### src/rtl/lvds_pattern_gen_if.sv
// lvds_pattern_gen_if
// Coordinate-in / colour-out bundle between the LVDS serializer/timing block
// and the pattern generator. All signals live in the clk_3_5 pixel domain.
//   i_x, i_y      pixel-pair column / line published by the serializer
//   i_mode        pattern select (taken by the generator at frame start)
//   o_color       RGB for the odd pixel of the pair
//   o_color_even  RGB for the even pixel of the pair
//   o_frame_tick  one-cycle pulse at frame start
//   o_frame_cnt   completed-frame counter
// master: serializer side, slave: pattern generator side.
interface lvds_pattern_gen_if;
    logic [11:0] i_x;
    logic [11:0] i_y;
    logic [1:0]  i_mode;
    logic [23:0] o_color;
    logic [23:0] o_color_even;
    logic        o_frame_tick;
    logic [15:0] o_frame_cnt;

    modport master (
        output i_x, i_y, i_mode,
        input  o_color, o_color_even, o_frame_tick, o_frame_cnt
    );

    modport slave (
        input  i_x, i_y, i_mode,
        output o_color, o_color_even, o_frame_tick, o_frame_cnt
    );
endinterface

### src/rtl/lvds_pattern_gen.sv
// lvds_pattern_gen
// Test-pattern source for the dual-channel LVDS panel path. Takes the
// active-area pixel-pair coordinate and returns the odd/even RGB words one
// cycle later. Patterns: 0 grid + animated cursor, 1 colour bars,
// 2 x/y/frame gradient, 3 solid colour. Also produces a frame tick and a
// completed-frame counter.
// Ports:
//   i_clk     pixel clock (clk_3_5 domain)
//   i_resetn  asynchronous active-low reset
//   bus       lvds_pattern_gen_if.slave (coordinates, mode, colours, frame info)
module lvds_pattern_gen #(
    parameter int          H_ACTIVE    = 960,
    parameter int          V_ACTIVE    = 1200,
    parameter int          STEP_FRAMES = 4,
    parameter logic [23:0] SOLID_COLOR = 24'h0000FF
) (
    input  logic               i_clk,
    input  logic               i_resetn,
    lvds_pattern_gen_if.slave  bus
);
    localparam logic [11:0] X_LAST = 12'(H_ACTIVE - 1);
    localparam logic [11:0] Y_LAST = 12'(V_ACTIVE - 1);
    localparam int          SW     = (STEP_FRAMES > 1) ? $clog2(STEP_FRAMES) : 1;
    localparam logic [SW-1:0] STEP_LAST = SW'(STEP_FRAMES - 1);

    localparam logic [23:0] WHITE = 24'hFFFFFF;
    localparam logic [23:0] GREEN = 24'h00FF00;
    localparam logic [23:0] RED   = 24'hFF0000;

    logic [11:0]   y_prev;
    logic [11:0]   cur_x, cur_y;
    logic [SW-1:0] step;
    logic [1:0]    mode_q;
    logic [15:0]   frame_cnt;
    logic          frame_tick;
    logic [23:0]   odd_q, even_q;
    logic [23:0]   odd_d, even_d;
    logic          frame_start;
    logic          in_range;
    logic [7:0]    x_inc;

    // y_prev resets to all-ones so the first y==0 after reset counts as a start.
    assign frame_start = (bus.i_y == 12'd0) && (y_prev != 12'd0);
    assign in_range    = (bus.i_x <= X_LAST) && (bus.i_y <= Y_LAST);
    assign x_inc       = bus.i_x[7:0] + 8'd1;

    function automatic logic [23:0] bar_color(input logic [2:0] bar);
        case (bar)
            3'd0:    bar_color = 24'hFFFFFF;
            3'd1:    bar_color = 24'hFFFF00;
            3'd2:    bar_color = 24'h00FFFF;
            3'd3:    bar_color = 24'h00FF00;
            3'd4:    bar_color = 24'hFF00FF;
            3'd5:    bar_color = 24'hFF0000;
            3'd6:    bar_color = 24'h0000FF;
            default: bar_color = 24'h000000;
        endcase
    endfunction

    // Colour selection uses the registered frame state, so the frame-start
    // pixel still sees the previous frame's mode, cursor and count.
    always_comb begin
        odd_d  = 24'h000000;
        even_d = 24'h000000;
        if (in_range) begin
            case (mode_q)
                2'd0: begin
                    if (bus.i_x == 12'd0) begin
                        odd_d = WHITE; even_d = GREEN;
                    end else if (bus.i_x == cur_x) begin
                        odd_d = WHITE; even_d = WHITE;
                    end else if (bus.i_x == X_LAST) begin
                        odd_d = GREEN; even_d = WHITE;
                    end else if (bus.i_y == 12'd0 || bus.i_y == cur_y || bus.i_y == Y_LAST) begin
                        odd_d = RED;   even_d = RED;
                    end else begin
                        odd_d = GREEN; even_d = GREEN;
                    end
                end
                2'd1: begin
                    odd_d  = bar_color(bus.i_x[9:7]);
                    even_d = odd_d;
                end
                2'd2: begin
                    odd_d  = {bus.i_x[7:0], bus.i_y[7:0], frame_cnt[7:0]};
                    even_d = {x_inc,        bus.i_y[7:0], frame_cnt[7:0]};
                end
                default: begin
                    odd_d  = SOLID_COLOR;
                    even_d = SOLID_COLOR;
                end
            endcase
        end
    end

    always_ff @(posedge i_clk or negedge i_resetn) begin
        if (!i_resetn) begin
            y_prev     <= 12'hFFF;
            cur_x      <= 12'd0;
            cur_y      <= 12'd0;
            step       <= '0;
            mode_q     <= 2'd0;
            frame_cnt  <= 16'd0;
            frame_tick <= 1'b0;
        end else begin
            y_prev     <= bus.i_y;
            frame_tick <= frame_start;
            if (frame_start) begin
                frame_cnt <= frame_cnt + 16'd1;
                mode_q    <= bus.i_mode;
                // Cursor moves one step diagonally every STEP_FRAMES frames.
                if (step == STEP_LAST) begin
                    step  <= '0;
                    cur_x <= (cur_x == X_LAST) ? 12'd0 : cur_x + 12'd1;
                    cur_y <= (cur_y == Y_LAST) ? 12'd0 : cur_y + 12'd1;
                end else begin
                    step <= step + SW'(1);
                end
            end
        end
    end

    always_ff @(posedge i_clk or negedge i_resetn) begin
        if (!i_resetn) begin
            odd_q  <= 24'h000000;
            even_q <= 24'h000000;
        end else begin
            odd_q  <= odd_d;
            even_q <= even_d;
        end
    end

    assign bus.o_color      = odd_q;
    assign bus.o_color_even = even_q;
    assign bus.o_frame_tick = frame_tick;
    assign bus.o_frame_cnt  = frame_cnt;
endmodule

### src/flat_wrapper.sv
// flat-port wrapper written by rule: the top's interface ports become plain ports
module lvds_pattern_gen_flat 
#(
    parameter int          H_ACTIVE    = 960,
    parameter int          V_ACTIVE    = 1200,
    parameter int          STEP_FRAMES = 4,
    parameter logic [23:0] SOLID_COLOR = 24'h0000FF
)
  (i_clk, i_resetn, bus_i_x, bus_i_y, bus_i_mode, bus_o_color, bus_o_color_even, bus_o_frame_tick, bus_o_frame_cnt);
  lvds_pattern_gen_if bus_i ();
  input  logic i_clk;
  input  logic i_resetn;
  input wire logic [$bits(bus_i.i_x)-1:0] bus_i_x;
  input wire logic [$bits(bus_i.i_y)-1:0] bus_i_y;
  input wire logic [$bits(bus_i.i_mode)-1:0] bus_i_mode;
  output wire logic [$bits(bus_i.o_color)-1:0] bus_o_color;
  output wire logic [$bits(bus_i.o_color_even)-1:0] bus_o_color_even;
  output wire logic [$bits(bus_i.o_frame_tick)-1:0] bus_o_frame_tick;
  output wire logic [$bits(bus_i.o_frame_cnt)-1:0] bus_o_frame_cnt;
  assign bus_i.i_x = bus_i_x;
  assign bus_i.i_y = bus_i_y;
  assign bus_i.i_mode = bus_i_mode;
  assign bus_o_color = bus_i.o_color;
  assign bus_o_color_even = bus_i.o_color_even;
  assign bus_o_frame_tick = bus_i.o_frame_tick;
  assign bus_o_frame_cnt = bus_i.o_frame_cnt;
  lvds_pattern_gen #(.H_ACTIVE(H_ACTIVE), .V_ACTIVE(V_ACTIVE), .STEP_FRAMES(STEP_FRAMES), .SOLID_COLOR(SOLID_COLOR)) u_core (.i_clk(i_clk), .i_resetn(i_resetn), .bus(bus_i));
endmodule
### config.mk
export PLATFORM = sky130hd
export DESIGN_NAME = lvds_pattern_gen_flat
export DESIGN_NICKNAME = d
export VERILOG_FILES = /design/src/rtl/lvds_pattern_gen_if.sv /design/src/rtl/lvds_pattern_gen.sv /design/src/flat_wrapper.sv
export SDC_FILE = /design/constraint.sdc
export NUM_CORES = 1
export LEC_CHECK = 0
export ABC_AREA = 1
export CAP_MARGIN = 20
export CORE_MARGIN = 2
export CORE_UTILIZATION = 44
export DETAILED_ROUTE_END_ITERATION = 6
export PLACE_DENSITY = 0.71
export SETUP_SLACK_MARGIN = 0.5
export SYNTH_ARGS = -nofsm -noshare
export SYNTH_HDL_FRONTEND = slang
export SYNTH_SLANG_ARGS = --single-unit
### constraint.sdc
create_clock -name i_clk -period 1.6 [get_ports i_clk]
set_input_delay 0.4 -clock i_clk [delete_from_list [all_inputs] [get_ports i_clk]]
set_output_delay 0.4 -clock i_clk [all_outputs]
set_load 0.005 [all_outputs]
**Word level (Yosys, flattened, before mapping)**

Cells that the tools add are included.

- Register bits after elaboration: 105
- Bits of input ports: 28
- Output and inout bits: 65
- Word-level logic and storage cells: 56

- Add/sub/neg operators: 5
- Magnitude comparators: 2
- Eq/ne operators: 15
- Muxes and demuxes: 15
- Reduce and logical (&&, ||, !) cells: 10

Operators by type and width:

| cell | count |
|---|---|
| 24-bit two-way mux | 9 |
| 24-bit one-hot mux with 7 select lines | 1 |
| 24-bit one-hot mux with 3 select lines | 2 |
| 12-bit by 1-bit adder with 12-bit output, second input constant | 2 |
| 12-bit by 10-bit == test with 1-bit output, second input constant | 2 |
| 12-bit by 11-bit == test with 1-bit output, second input constant | 2 |
| 12-bit == test | 2 |
| 12-bit logical NOT | 2 |
| 12-bit two-way mux | 2 |
| 16-bit by 1-bit adder with 16-bit output, second input constant | 1 |
| 12-bit by 10-bit less-or-equal comparator with 1-bit output, second input constant | 1 |
| 12-bit by 11-bit less-or-equal comparator with 1-bit output, second input constant | 1 |
| 12-bit nonzero test | 1 |
| 3-bit == test, second input constant | 3 |
| 8-bit by 1-bit adder with 8-bit output, second input constant | 1 |
| 3-bit by 2-bit == test with 1-bit output, second input constant | 2 |
| 2-bit == test, second input constant | 2 |
| 3-bit by 1-bit == test with 1-bit output, second input constant | 1 |
| 3-bit logical NOT | 1 |
| 2-bit by 1-bit adder with 2-bit output, second input constant | 1 |
| 2-bit by 1-bit == test with 1-bit output, second input constant | 1 |
| 1-bit logical AND | 2 |
| 2-bit logical NOT | 1 |
| 1-bit logical OR | 2 |
| 2 further kinds | 2 |

**Longest topological paths before layout**

Gate-level depths: netlist of the first run.

- Word-level depth: 9
- Depth in mapped cells: 12
- Gate-level depth less buffers: 12

**Worst setup path after synthesis of the first run**

Ideal clock, no wire load.

- Kind: register to register
- Start point: reg u_core.cur_y[0]
- End point: reg u_core.cur_y[5]
- Setup time: 0.130 ns
- Data arrival time: 1.400 ns
- Path slack: 0.069 ns
- Stages on the path, launching flop included: 9
- Cells stage by stage: dfrtp_1 > ha_1 > nand2_1 > nor2_1 > inv_1 > nor3_1 > inv_1 > nand3b_1 > o21ai_0

- Longest elaborated chain between the ends: 2
- Elaborated cells on any way between the ends: 3

Ends and longest elaborated chain:

| item | line | source |
|---|---|---|
| from (decl) | lvds_pattern_gen.sv:31 | `logic [11:0] cur_x, cur_y;` |
| from (signal assigned) | lvds_pattern_gen.sv:115 | `cur_y <= (cur_y == Y_LAST) ? 12'd0 : cur_y + 12'd1;` |
| 12-bit by 1-bit adder with 12-bit output / 12-bit by 11-bit == test with 1-bit output (equally long branches) | lvds_pattern_gen.sv:115 |  |
| 12-bit two-way mux (*) | lvds_pattern_gen.sv:115 |  |

Mark *: on every way between the ends. The rest lies on a longest branch, timed or not.
A chain may end at the register's enable or synchronous reset.

**Worst setup path in the final report of the first run**

- Start point: reg u_core.cur_x[2]
- End point: reg u_core.odd_q[11], in the netlist u_core.bus.o_color[11]

- Longest elaborated chain between the ends: 5

Ends and longest elaborated chain:

| item | line | source |
|---|---|---|
| from (decl) | lvds_pattern_gen.sv:31 |  |
| from (signal assigned) | lvds_pattern_gen.sv:114 | `cur_x <= (cur_x == X_LAST) ? 12'd0 : cur_x + 12'd1;` |
| 12-bit == test | lvds_pattern_gen.sv:70 | `end else if (bus.i_x == cur_x) begin` |
| 24-bit two-way mux | lvds_pattern_gen.sv:70 |  |
| 24-bit two-way mux | lvds_pattern_gen.sv:68 | `if (bus.i_x == 12'd0) begin` |
| 24-bit one-hot mux with 3 select lines | lvds_pattern_gen.sv:66 | `case (mode_q)` |
| 24-bit two-way mux | lvds_pattern_gen.sv:65 | `if (in_range) begin` |
| to (signal assigned) | lvds_pattern_gen.sv:125 | `odd_q <= 24'h000000;` |
| to (signal assigned) | lvds_pattern_gen.sv:128 | `odd_q <= odd_d;` |
| to (decl) | lvds_pattern_gen.sv:36 | `logic [23:0] odd_q, even_q;` |

Every way passes these cells.

==> results.md, run 1 <==
* Outcome: complete, but fails checks
* Failing checks: setup timing
* Syn_nets at 748
* Clock root buffer master: clkbuf_16
* Total CTS buffers at 9
* Slowest CP cell: dfrtp_1
* Ys async rst share at 100%
* Crit end category: flop
* Post-synth top area share at 39.4%
* FILL cells at 840
* Max incr delay on CP at 0.43 ns
* Share of post-route cells with drive strength above 1 at 50.5%
* CP required at 1.90 ns
* RSZ-0062 raised after global routing: true
* Main synth FF type: dfrtp_1
* Syn Inst Count at 714
* Initial antenna violation count at 0
* VDD IR max at 372 uV
* Clk Latency, worst-skew pair at 0.35 ns
* Buf/Inv on CP at 3
* Global-route wire length before repair at 26700 um
* Seq cells post-synth at 97
* Clock Sinks at 97
* Largest net degree at the start of global routing at 39
* Routability Congestion at 0.877
* Final setup violating endpoints at 10
* Average size of a mapped cell at 7.57 um2
* Non-filler instance count after layout at 1107
* Fin. Hold Viols at 0
* CP Launch Type: flop
* Leakage at 4.59 nW
* Vias in the first global route at 5541
* Die Wd at 115 um
* Post-synthesis adder-cell area fraction at 1.39%
* Synth Area in Compound Gates at 8.39%
* Rel. slew slack at 73.4%
* Synth Warn # at 0
* Post-route setup slack at -0.0365 ns
* Starting DRC count in detailed routing at 434
* Die ar. at 13200 um2
* Pre-CTS WS at -0.624 ns
* Cell family with most CP delay: simple AND/OR/NAND/NOR gates
* Sequential-to-total area share from yosys stat at 45.2%
* EDFF count, synth at 0
* Setup tns final at -0.118 ns
* Nets at 989
* Placed Instances at 1023
* PD cells at 586 nW/um2
* Overflow after GRT at 0
* Total chip power at 5.09 mW
* Initial Util at 45.0%
* Routed Antenna Nets at 0
* Achievable Freq at 611 MHz
* Die Height at 115 um
* IO Count at 93
* Post-Synth XOR/XNOR Area at 4.38%
* Hold Path Class: input port to flop
* Yosys cell types at 32
* Worst Path Max Fanout at 5
* Max clock buf depth at 2
* Syn Std Cell Area at 5400 um2
* TritonCTS clock tree: yes
* Multiplexer share of the synthesized area at 0%
* Vias at 5931
* Largest family of logic cells by synthesized area: simple AND/OR/NAND/NOR gates
* GR Util All Layers at 25.7%
* Period utilisation layout at 102%
* Crit Path Class: flop to flop
* Placement Rows at 40
* Clock Skew at 0.00918 ns
* Commonest cells post-synth: nand2_1 (183), inv_1 (112), dfrtp_1 (85), nand3_1 (62), nor2_1 (53)
* Post-Synth Simple-Gate Area at 28.7%
* Worst Tran Pin Value at 0.395 ns
* Max-slew violations at 0
* Htree depth at 3
* IO Port Bufs at 92
* WL per Instance at 16.7 um
* Via-per-instance ratio at 5.36
* Most frequent cell after synthesis: nand2_1
* Post-route DRC at 0
* CP cell instances: inv_1, nand2_1, nand4_1, nor2_2, nand3_2, nand2_4, buf_12, nand2_2, nand3_2, nand2_2, inv_2
* Fin util at 72.4%
* Area growth, synth to finish at 61.0%
* Max-capacitance violation count at 0
* WP data arrival at 1.93 ns
* Top cell type by total area after synthesis: dfrtp_1
* Router iterations before antenna repair at 5
* Min Tclk post-route at 1.64 ns
* Total wire length at 18500 um
* N_diodes at 0
* Clock edge transition at the registers on the reported setup and hold paths at 0.07 ns
* Core area at 12000 um2
* HPWL Detailed at 11100 um
* Top cells by area, synth: dfrtp_1 (39%), nand2_1 (13%), inv_1 (7.8%)
[timing repair]
action | in CTS | in global routing
endpoints found under the setup margin | 150 | 192
pin swaps | 48 | 61
cloned | 6 | 6
hold buffers | 1 | 0
resized for setup | 429 | 144
buffers inserted | 38 | 17
endpoints found under the hold margin | 13 | 0
[registers in the layout (all words and copies together), names as in the netlist]
signal and count:
u_core.cur_x 12, u_core.step 2, u_core.cur_y 12, u_core.bus.o_frame_tick 1, u_core.bus.o_frame_cnt 16, u_core.bus.o_color_even 16
u_core.mode_q 2, u_core.bus.o_color 24, u_core.y_prev 12
[cells in the final DEF, fill, tap and decap left out, types with 14 or more instances in the layout]
master and count:
nand2_1 143, xor2_1 19, nor2_1 34, inv_1 77, a21oi_2 15, buf_2 71
inv_2 34, nand2_2 32, o21ai_1 22, dfrtp_1 77, buf_4 122, nand3_1 26
nand4_1 14, buf_6 18, o21ai_2 15, o21ai_0 16, nand3_2 30
[routing by layer]
layer  wire length [um]  global-route usage (%)  up-vias
li1                   -                       -     2749
met1               7110                    32.0     2838
met2               9460                    45.1      280
met3               1180                    3.48       64
met4                723                    10.6        0
met5                  0                       0        -
[power by group]
| part | switching (mW) | internal [mW] | total, mW | leakage [nW] |
|---|---|---|---|---|
| logic | 0.274 | 0.223 | 0.497 | 3.29 |
| clock network | 0.983 | 1.10 | 2.09 | 0.129 |
| registers | 0.0146 | 2.49 | 2.51 | 1.18 |
| total | 1.27 | 3.82 | 5.09 | 4.59 |
[worst paths after layout]
path / cells after the start / endpoint / slack (ns) / startpoint
min in group asynchronous: 2 / u_core.bus.o_frame_cnt[10] / 0.48 / i_resetn
max reg2reg: 11 / u_core.bus.o_color[11] / -0.04 / u_core.cur_x[2]
max in group asynchronous: 3 / u_core.bus.o_color_even[7] / 0.63 / i_resetn
max: 11 / u_core.bus.o_color[11] / -0.04 / u_core.cur_x[2]
min reg2reg: 2 / u_core.step[1] / 0.51 / u_core.step[1]
min: 1 / u_core.y_prev[6] / 0.21 / bus_i_y[6]
[cell type report]
| cell class | count | area, um2 | area share, % |
|---|---|---|---|
| Clock buffer | 12 | 246 | 2.83 |
| Timing Repair inverter | 4 | 60.1 | 0.691 |
| Sequential cell | 97 | 2450 | 28.2 |
| Tap cell | 147 | 184 | 2.12 |
| Inverter | 117 | 483 | 5.55 |
| Timing Repair Buffer | 249 | 2040 | 23.4 |
| Multi-Input combinational cell | 477 | 3210 | 36.9 |
| Clock inverter | 4 | 28.8 | 0.331 |
[cells by family (layout without fill, tap and decap cells)]
logic type / count (synthesis) / after routing
and+or+nand+nor: 355 / 358
buffers and inverters: 143 / 386
DFF: 97 / 97
AOI/OAI and AO/OA: 86 / 86
xor gates and xnor gates: 27 / 27
adders and majority gates: 6 / 6
[metrics by stage]
stage / area [um2] / hold WS [ns]
floorplan: 5700 / 0.104
global placement: 7340 / 0.348
detailed placement: 7340 / 0.349
CTS: 8060 / 0.310
global route: 8700 / 0.213
finish: 8700 / 0.212
(Power assumes the default switching activity.)
==> run 2: changes to the inputs <==
--- a/config.mk
+++ b/config.mk
@@ -6,10 +6,10 @@
 export NUM_CORES = 1
 export LEC_CHECK = 0
 export ABC_AREA = 1
-export CAP_MARGIN = 20
 export CORE_MARGIN = 2
 export CORE_UTILIZATION = 44
 export DETAILED_ROUTE_END_ITERATION = 6
+export GPL_TIMING_DRIVEN = 0
 export PLACE_DENSITY = 0.71
 export SETUP_SLACK_MARGIN = 0.5
 export SYNTH_ARGS = -nofsm -noshare
==> run 2 against run 1 <==
Against the previous run: the flow still finishes with violations (setup timing); die area is the same; clock skew up 0.0046 ns; via count decreased by 4.3%; power shrank 1.3%; worst hold slack lost 0.16 ns; highest routed layer unchanged; count of clock-buffer cells in the layout shrank 3; sequential share of layout area is 0.88 points higher; global-route usage is 0.24 points lower; critical endpoint is now u_core.bus.o_frame_cnt[13].
==> results.md, run 2 (same netlist as run 1, synthesis figures left out) <==
* Vias at 5678 (was 5931)
* Area of all placed cells without fillers at 8450 um2 (was 8700 um2)
* Routability Congestion at 0.909 (was 0.877)
* Global-route wire length before repair at 26400 um (was 26700 um)
* Initial Util at 45.0% (unchanged)
* Overflow after GRT at 0 (unchanged)
* HPWL Detailed at 10500 um (was 11100 um)
* Max clock buf depth at 2 (unchanged)
* Clk Latency, worst-skew pair at 0.36 ns (was 0.35 ns)
* VDD IR max at 491 uV (was 372 uV)
* Router iterations before antenna repair at 5 (unchanged)
* Worst Path Max Fanout at 3 (was 5)
* Rel. slew slack at 58.0% (was 73.4%)
* Post-route setup slack at -0.0235 ns (was -0.0365 ns)
* Fin. Hold Viols at 0 (unchanged)
* Vias in the first global route at 5559 (was 5541)
* Hold Path Class: input port to asynchronous set/reset pin (was input port to flop)
* Min Tclk post-route at 1.62 ns (was 1.64 ns)
* Die ar. at 13200 um2 (unchanged)
* Area growth, synth to finish at 56.5% (was 61.0%)
* Final setup violating endpoints at 1 (was 10)
* Htree depth at 3 (unchanged)
* Max-slew violations at 0 (unchanged)
* Clock Sinks at 97 (unchanged)
* Reg-to-Reg End: u_core.bus.o_frame_cnt[13] (was u_core.bus.o_color[11])
* Die Height at 115 um (unchanged)
* TritonCTS clock tree: yes (unchanged)
* Crit end category: flop (unchanged)
* Total CTS buffers at 9 (unchanged)
* N_diodes at 0 (unchanged)
* R2R depth at 8 (was 11)
* Max reg flops at 24 (unchanged)
* Routed Antenna Nets at 0 (unchanged)
* Commonest non-fill, non-tap cell in the layout: nand2_1 (unchanged)
* Die Wd at 115 um (unchanged)
* RSZ-0062 raised after global routing: true (unchanged)
* GR Util All Layers at 25.4% (was 25.7%)
* Starting DRC count in detailed routing at 348 (was 434)
* Commonest non-fill, non-tap cells in the layout: nand2_1 (149), inv_1 (76), dfrtp_1 (72) (was nand2_1 (143), buf_4 (122), inv_1 (77), dfrtp_1 (77), buf_2 (71))
* WP data arrival at 1.86 ns (was 1.93 ns)
* Clock root buffer master: clkbuf_16 (unchanged)
* PD cells at 595 nW/um2 (was 586 nW/um2)
* Initial antenna violation count at 0 (unchanged)
* R2R Setup Slk at -0.02 ns (was -0.04 ns)
* Failing checks: setup timing (unchanged)
* Via-per-instance ratio at 5.34 (was 5.36)
* Worst Tran Pin Value at 0.630 ns (was 0.395 ns)
* CP Launch Type: flop (unchanged)
* Post-DP Area at 6830 um2 (was 7340 um2)
* IO Port Bufs at 92 (unchanged)
* Total chip power at 5.03 mW (was 5.09 mW)
* WL per Instance at 16.3 um (was 16.7 um)
* Post-route DRC at 0 (unchanged)
* Total wire length at 17400 um (was 18500 um)
* Placement Rows at 40 (unchanged)
* Crit Path Class: flop to flop (unchanged)
* Core area at 12000 um2 (unchanged)
* Largest net degree at the start of global routing at 52 (was 39)
* Nets at 946 (was 989)
* Clock edge transition at the registers on the reported setup and hold paths at 0.07 ns (about the same)
* Fin util at 70.4% (was 72.4%)
* Achievable Freq at 616 MHz (was 611 MHz)
* CP required at 1.84 ns (was 1.90 ns)
* Max-capacitance violation count at 0 (unchanged)
* Period utilisation layout at 101% (was 102%)
* Hold bufs inserted after CTS at 0 (was 1)
* RR Startpoint: u_core.bus.o_frame_cnt[0] (was u_core.cur_x[2])
* Share of post-route cells with drive strength above 1 at 49.5% (was 50.5%)
* Clock Skew at 0.0138 ns (was 0.00918 ns)
* Leakage at 4.41 nW (was 4.59 nW)
* IO Count at 93 (unchanged)
* Outcome: complete, but fails checks (unchanged)
run 2: cell types whose count changed in the layout (fill, tap and decap cells not counted), sizes merged, moves of 2 or more:
cell,previous run,this run
clkinv,5,1
nand2,188,185
clkbuf,22,12
clkdlybuf4s15,5,12
buf,228,194
inv,117,119
run 2: worst max-delay path, stage by stage, from the launching register on:
cell	delay, ns
dfrtp_1	0.38
buf_6	0.13
clkinvlp_4	0.10
nor4_4	0.32
buf_4	0.20
nand3_2	0.07
xor2_1	0.17
nand2_1	0.08
o21ai_1	0.06
run 2: layout make-up:
| type | count | area, um2 |
|---|---|---|
| buffer | 26 | 324 |
| multi-input combinational | 474 | 3180 |
| inverter | 117 | 484 |
| tap | 147 | 184 |
| fill | 910 | 3560 |
| clock buffer | 9 | 225 |
| clock inverter | 7 | 61.3 |
| sequential | 97 | 2460 |
| timing repair buffer | 187 | 1540 |
run 2: worst max path at each step:
stage	start	endpoint	slack, ns	depth (start not counted)
after floorplan	u_core.cur_x[1]	u_core.cur_x[8]	0.16	8
after global placement	i_resetn	u_core.cur_x[2]	-3.27	1
after detailed placement	bus_i_x[1]	u_core.bus.o_color_even[20]	-0.81	11
after CTS	bus_i_x[8]	u_core.bus.o_color_even[20]	0.11	10
after global routing	u_core.cur_y[4]	u_core.cur_y[10]	-0.1	7
final	u_core.bus.o_frame_cnt[0]	u_core.bus.o_frame_cnt[13]	-0.02	8
run 2: layer usage:
metal	GRT usage, %	wire (um)	up-vias
met5	0	0	-
met4	11.0	551	0
met3	4.69	940	56
met2	45.2	8970	218
met1	30.3	6900	2749
li1	-	-	2655
run 2: what timing repair did:
item | CTS | global route
endpoints found under the hold margin | 0 | 0
resized for setup | 484 | 112
setup buffers | 74 | 12
endpoints found under the setup margin | 150 | 150
pin swaps | 40 | 56
cloned | 7 | 1
run 2: through the flow:
stage / hold slack, ns / setup WS [ns] / setup TNS (ns) / instances
global placement: 0.466 / -3.27 / -352.61 / 953
floorplan: 0.104 / 0.164 / 0 / 714
CTS: 0.0794 / 0.109 / 0 / 1051
detailed placement: 0.458 / -0.807 / -50.85 / 954
global route: 0.0941 / -0.0974 / -1.37 / 1064
finish: 0.0528 / -0.0235 / -0.0235 / 1064
run 2: power breakdown:
part,internal [mW],switching [mW]
Clock,1.09,1.04
Combinational,0.150,0.248
Sequential,2.49,0.0142
